## src/rtl/alu_op_sequencer.sv

```systemverilog
// alu_op_sequencer
//
// Control stage ahead of the 16:1 result-select mux bank. Accepts one ALU operation over a
// valid/ready handshake and registers the operands. It drives the 4-bit mux select stable for
// the whole execution window. It waits MC_CYCLES for opcodes 12..15 (one cycle otherwise),
// captures the mux bank output, and offers it downstream over a second valid/ready handshake.
//
// Optional feature: define ALU_FLAGS_EN to add registered zero/negative flags captured together
// with the result.
//
// Ports:
//   clk, rst_n            clock, asynchronous active-low reset
//   op_valid / op_ready   operation handshake (op_ready high only in idle)
//   opcode, a_in, b_in    operation code (becomes mux select) and operands
//   sel, a_q, b_q         registered select and operands, held through exec and done
//   res_in                mux bank output, sampled only on the capture edge
//   res_out, res_valid    registered result and its valid
//   res_ready             downstream accepts res_out
//   flag_zero, flag_neg   (ALU_FLAGS_EN only) result flags, registered with res_out

module alu_op_sequencer #(
  parameter int unsigned WIDTH     = 8,
  parameter int unsigned MC_CYCLES = 4
) (
  input  logic             clk,
  input  logic             rst_n,
  input  logic             op_valid,
  output logic             op_ready,
  input  logic [3:0]       opcode,
  input  logic [WIDTH-1:0] a_in,
  input  logic [WIDTH-1:0] b_in,
  output logic [3:0]       sel,
  output logic [WIDTH-1:0] a_q,
  output logic [WIDTH-1:0] b_q,
  input  logic [WIDTH-1:0] res_in,
  output logic [WIDTH-1:0] res_out,
  output logic             res_valid,
`ifdef ALU_FLAGS_EN
  output logic             flag_zero,
  output logic             flag_neg,
`endif
  input  logic             res_ready
);

  localparam int unsigned CntW = $clog2(MC_CYCLES + 1);

  typedef enum logic [1:0] {StIdle, StExec, StDone} state_e;

  state_e            state_q, state_d;
  logic [CntW-1:0]   cnt_q, cnt_d;
  logic [3:0]        sel_q, sel_d;
  logic [WIDTH-1:0]  opa_q, opa_d;
  logic [WIDTH-1:0]  opb_q, opb_d;
  logic [WIDTH-1:0]  res_q, res_d;
  logic              res_valid_q, res_valid_d;
`ifdef ALU_FLAGS_EN
  logic              zero_q, zero_d;
  logic              neg_q, neg_d;
`endif

  always_comb begin
    state_d     = state_q;
    cnt_d       = cnt_q;
    sel_d       = sel_q;
    opa_d       = opa_q;
    opb_d       = opb_q;
    res_d       = res_q;
    res_valid_d = res_valid_q;
    op_ready    = 1'b0;
`ifdef ALU_FLAGS_EN
    zero_d      = zero_q;
    neg_d       = neg_q;
`endif
    unique case (state_q)
      StIdle: begin
        op_ready = 1'b1;
        if (op_valid) begin
          sel_d   = opcode;
          opa_d   = a_in;
          opb_d   = b_in;
          // Opcodes 12..15 are the multi-cycle group.
          cnt_d   = (opcode[3:2] == 2'b11) ? CntW'(MC_CYCLES - 1) : '0;
          state_d = StExec;
        end
      end
      StExec: begin
        if (cnt_q != '0) begin
          cnt_d = cnt_q - 1'b1;
        end else begin
          res_d       = res_in;
          res_valid_d = 1'b1;
          state_d     = StDone;
`ifdef ALU_FLAGS_EN
          zero_d      = (res_in == '0);
          neg_d       = res_in[WIDTH-1];
`endif
        end
      end
      StDone: begin
        // res_valid is always high here, so res_ready alone completes the transfer.
        if (res_ready) begin
          res_valid_d = 1'b0;
          state_d     = StIdle;
        end
      end
      default: state_d = StIdle;
    endcase
  end

  always_ff @(posedge clk or negedge rst_n) begin
    if (!rst_n) begin
      state_q     <= StIdle;
      cnt_q       <= '0;
      sel_q       <= '0;
      opa_q       <= '0;
      opb_q       <= '0;
      res_q       <= '0;
      res_valid_q <= 1'b0;
`ifdef ALU_FLAGS_EN
      zero_q      <= 1'b0;
      neg_q       <= 1'b0;
`endif
    end else begin
      state_q     <= state_d;
      cnt_q       <= cnt_d;
      sel_q       <= sel_d;
      opa_q       <= opa_d;
      opb_q       <= opb_d;
      res_q       <= res_d;
      res_valid_q <= res_valid_d;
`ifdef ALU_FLAGS_EN
      zero_q      <= zero_d;
      neg_q       <= neg_d;
`endif
    end
  end

  assign sel       = sel_q;
  assign a_q       = opa_q;
  assign b_q       = opb_q;
  assign res_out   = res_q;
  assign res_valid = res_valid_q;
`ifdef ALU_FLAGS_EN
  assign flag_zero = zero_q;
  assign flag_neg  = neg_q;
`endif

endmodule
```

## config.mk

```make
export PLATFORM = sky130hd
export DESIGN_NAME = alu_op_sequencer
export DESIGN_NICKNAME = d
export VERILOG_FILES = /design/src/rtl/alu_op_sequencer.sv
export SDC_FILE = /design/constraint.sdc
export NUM_CORES = 1
export LEC_CHECK = 0
export ABC_AREA = 1
export BUFFER_PORTS_ARGS = -buffer_cell sky130_fd_sc_hd__buf_2
export CORE_UTILIZATION = 42
export DETAILED_ROUTE_END_ITERATION = 10
export MAX_ROUTING_LAYER = met4
export PLACE_DENSITY = 0.8
export REMOVE_ABC_BUFFERS = 1
export SLEW_MARGIN = 40
export SYNTH_ARGS = -nofsm -noshare
export SYNTH_HDL_FRONTEND = slang
export SYNTH_SLANG_ARGS = --single-unit
```

## constraint.sdc

```tcl
create_clock -name clk -period 1.18 [get_ports clk]
set_input_delay 0.118 -clock clk [delete_from_list [all_inputs] [get_ports clk]]
set_output_delay 0.118 -clock clk [all_outputs]
set_load 0.02 [all_outputs]
```

Word level (Yosys, flattened, before mapping) --
Index checks and enable logic that the tools add are counted. W data, S select, Z words.
Word-level totals: bits in registers 34, bits of input ports 32
Operators by class: $add $sub $neg 1, equal/unequal tests 7, muxes and demuxes 12, bitwise logic cells 1, reductions and logical operators 9
Operator list (number):
- $reduce_and A3 Y1 | 3
- $mux W2 | 4
- $ne A2 B2 Y1 const B | 4
- $mux W3 | 2
- $pmux W2 S3 | 1
- $pmux W3 S2 | 1
- $eq A2 B2 Y1 const B | 2
- $reduce_and A2 Y1 | 2
- $reduce_bool A2 Y1 | 2
- $mux W1 | 3
- $reduce_bool A3 Y1 | 1
- $sub A3 B1 Y3 const B | 1
- $eq A2 B1 Y1 const B | 1
- $logic_not A2 Y1 | 1
- $pmux W1 S2 | 1
- $not A1 Y1 | 1

Longest topological paths before layout --
depth after elaboration 4, depth in mapped cells 8, mapped depth without buffers 8

Least setup slack after synthesis --
Ideal clock, no wire load.
path type register -> register, from reg cnt_q[0], to reg res_q[0], in the netlist res_out[0], library setup time 0.117 ns, arrival time 1.031 ns, slack 0.032 ns, cell stages (with the launch flop) 8, cell sequence dfrtp_1 > inv_1 > ha_1 > nand2_1 > inv_2 > nand2_2 > nand2_1 > nand2_1
Between the ends: cells in the longest elaborated chain, start to end 3
Ends and longest elaborated chain:
- start, declared | line 50 | logic [CntW-1:0] cnt_q, cnt_d;
- start signal, assigned | line 125 | cnt_q <= cnt_d;
- $reduce_bool A3 Y1 | line 87 | if (cnt_q != '0) begin
- $not A1 Y1 (no source line)
- $reduce_and A2 Y1 (no source line)
- end signal, assigned | line 129 | res_q <= res_d;
- end, declared | line 54 | logic [WIDTH-1:0] res_q, res_d;
Every way passes these cells. A chain may end at the register's enable or synchronous reset.

Final worst setup path --
from reg state_q[1], to out op_ready
Between the ends: cells in the longest elaborated chain, start to end 2
Ends and longest elaborated chain:
- start, declared | line 49 | state_e state_q, state_d;
- start signal, assigned | line 112 | state_q <= StIdle;
- start signal, assigned | line 124 | state_q <= state_d;
- $logic_not A2 Y1 | line 74 | unique case (state_q)
- $mux W1 | line 74
- end, declared | line 28 | output logic op_ready,
Every way passes these cells.

==> flow_metrics.tcl <==
set metrics [dict create \
    power_mw 6.17 \
    die_x_microns 61.0 \
    via_per_inst 4.57 \
    ir_drop_uv 1490 \
    worst-path-stages 3 \
    worst_path_max_delay_cell "dfrtp_1" \
    fillCellCount 289 \
    min_from "a_in[6]" \
    maxCapViolCount 0 \
    yosysSeqAreaShare_pct 58.2 \
    syn_area_per_cell_sq_um 8.86 \
    final_max_slew_viol_count 0 \
    die_y_microns 61.0 \
    max_stage_delay_ns 0.42 \
    path_cells "nor2_4 > buf_12 > buf_8" \
    multi_input_area_sq_um 613 \
    fp-row-count 21 \
    ys.warnings.count 0 \
    whs_ns 0.0106 \
    gp_congestion 0.801 \
    dr.pass1.iters 4 \
    fin_crit_sh_pct 105 \
    fin_crit_ns 1.24 \
    cp.required_ns 1.06 \
    die_area_sq_um 3720 \
    path_class "register to output port" \
    routed_wirelength_microns 3380 \
    seqCellArea_sq_um 852 \
    synth_cell_type_count 17 \
    clk_pin_slew_worst_paths_ns 0.10 \
    timing.reg2reg.setup_slack_ns 0.02 \
    clock_sinks 34 \
    grt_max_degree 35 \
    grt_usage_pct 19.5 \
    first_global_vias 1134 \
    pwr_density_cell_nw_per_um2 2930 \
    synth-simple-area-share_pct 35.3 \
    synthMuxAreaShare_pct 0 \
    leakage_nw 1.21 \
    finalHoldViolCount 0 \
    cts_tree "built" \
    hold_class "input port to register" \
    reg2reg_to "cnt_q[2]" \
    fin_nets 280 \
    synthCells 165 \
    final_cell_mix "71 x nand2_1, 60 x buf_2, 33 x nand3_1, 33 x dfrtp_1, 11 x buf_4" \
    core_area_sq_um 3340 \
    rsz0062_at_grt "yes" \
    initial_utilization_pct 43.8 \
    fin_ws_ns -0.0570 \
    timing.rr.start "cnt_q[0]" \
    max_slew_margin_pct 71.8 \
    crit_path_max_fanout 2 \
    cts_max_path_buffers 2 \
    min_to "a_q[6]" \
    r2r_cells 9 \
    overflow 0 \
    arrival_ns 1.12 \
    first_iter_violations 42 \
    ios 62 \
    violations "setup timing" \
    worstMarginPinSlew_ns 0.422 \
    hpwl_microns 2340 \
    vias 1340 \
    fmax_mhz 808 \
    synthAdderAreaFrac_pct 1.71 \
    final_common_cell "nand2_1" \
    crit_buf_inv 2 \
    synth-compound-area-share_pct 0.513 \
    worstSetupStartpointType "register" \
    status "finished, violations left" \
    setup_viol 1 \
    cts-root-buf "clkbuf_4" \
    ys_seq_elements 34 \
    whs_path_depth 3 \
    fin_skew_ns 0.00717 \
    synth_top_family_by_area "simple AND/OR/NAND/NOR gates" \
    port_buffers 61 \
    drive_above_1_share_pct 42.1 \
    grt_antenna_before_repair 0 \
    ant_nets 0 \
    synth_xor_area_share_pct 0 \
    crit_path_end_kind "output port" \
    n_antenna_cell 0 \
    wire_per_inst_microns 11.5 \
    htree_levels 2 \
    syn_area_sq_um 1460 \
    clock_latency_ns 0.33 \
    syn_to_final_growth_pct 44.0 \
    cp_top_family "flip-flops" \
    grt_pass1_wl_microns 4930 \
    drcViolationCount 0 \
    cts_buffers 5 \
]
[Yosys cell counts (all sizes together)]
| library cell | n | area [sq um] |
|---|---|---|
| nand3 | 33 | 165 |
| inv | 8 | 30.0 |
| buf | 5 | 28.8 |
| dfrtp | 34 | 851 |
| nand3b | 1 | 7.51 |
| clkbuf | 1 | 3.75 |
| nand2 | 77 | 309 |
| o31ai | 1 | 7.51 |
| nor2 | 3 | 35.0 |
| ha | 2 | 25.0 |
[routing by layer]
layer | wire length, microns | share of wire (%) | vias up | track usage (%)
met5 | 0 | 0 | - | -
met4 | 41 | 1.2 | 0 | 5.84
met3 | 178 | 5.3 | 6 | 6.30
met2 | 1560 | 46 | 52 | 30.1
met1 | 1600 | 47 | 599 | 24.6
li1 | - | - | 683 | -
[cells by family (layout without fill, tap and decap cells)]
logic type | count (synthesis) | after routing
AND/OR/NAND/NOR | 114 | 116
flip-flops | 34 | 34
buffers and inverters | 14 | 94
adder cells (fa/ha/maj) | 2 | 2
AO/OA/AOI/OAI | 1 | 1
[worst max-delay path by stage]
| stage | startpoint | to |
|---|---|---|
| floorplan | state_q[1] | cnt_q[2] |
| global placement | state_q[1] | res_out[5] |
| detailed placement | cnt_q[0] | state_q[1] |
| CTS | state_q[0] | op_ready |
| global route | state_q[1] | op_ready |
| finish | state_q[1] | op_ready |
[state kept, by name, summed over array words and instances, names as in the netlist]
signal / count
a_q: 8
b_q: 8
res_out: 8
sel: 4
cnt_q: 3
state_q: 2
res_valid: 1
[final cells by class]
type / count / area share (%)
multi-input combinational: 119 / 29.1
inverter: 8 / 1.54
clock buffer: 8 / 3.74
timing repair buffer: 78 / 22.4
tap: 46 / 2.73
sequential: 34 / 40.5
[power by group]
| part | internal [mW] | total (mW) | switching, mW |
|---|---|---|---|
| clock | 0.407 | 0.769 | 0.362 |
| combinational | 1.33 | 3.37 | 2.04 |
| sequential | 1.71 | 2.02 | 0.310 |
| total | 3.45 | 6.17 | 2.71 |
[worst register-to-register path, delay by kind of cell, from the launching register on]
kind	cells	cell delay, ns
flops	1	0.40
simple gates	5	0.30
buf+inv	3	0.24
fa+ha+maj	1	0.17
[through the flow]
stage | instance area, sq um | TNS (ns) | setup WS [ns] | utilization, % | std cells
floorplan | 1430 | -4.69 | -0.235 | - | 159
global placement | 1870 | 0 | 0.0264 | 55.9 | 274
detailed placement | 1870 | 0 | 0.00963 | 55.9 | 274
CTS | 2010 | -0.0696 | -0.0696 | 60.4 | 287
global route | 2110 | -0.361 | -0.112 | 63.1 | 293
finish | 2110 | -0.0570 | -0.0570 | 63.1 | 293
[what timing repair did]
item,in CTS,in global routing
endpoints found under the hold margin,35,0
pin swaps,1,7
hold buffers,2,0
endpoints found under the setup margin,7,13
gates resized for setup,7,14
setup buffers,3,4
gates cloned,0,2
No activity file was read; power rests on OpenSTA's default activity.
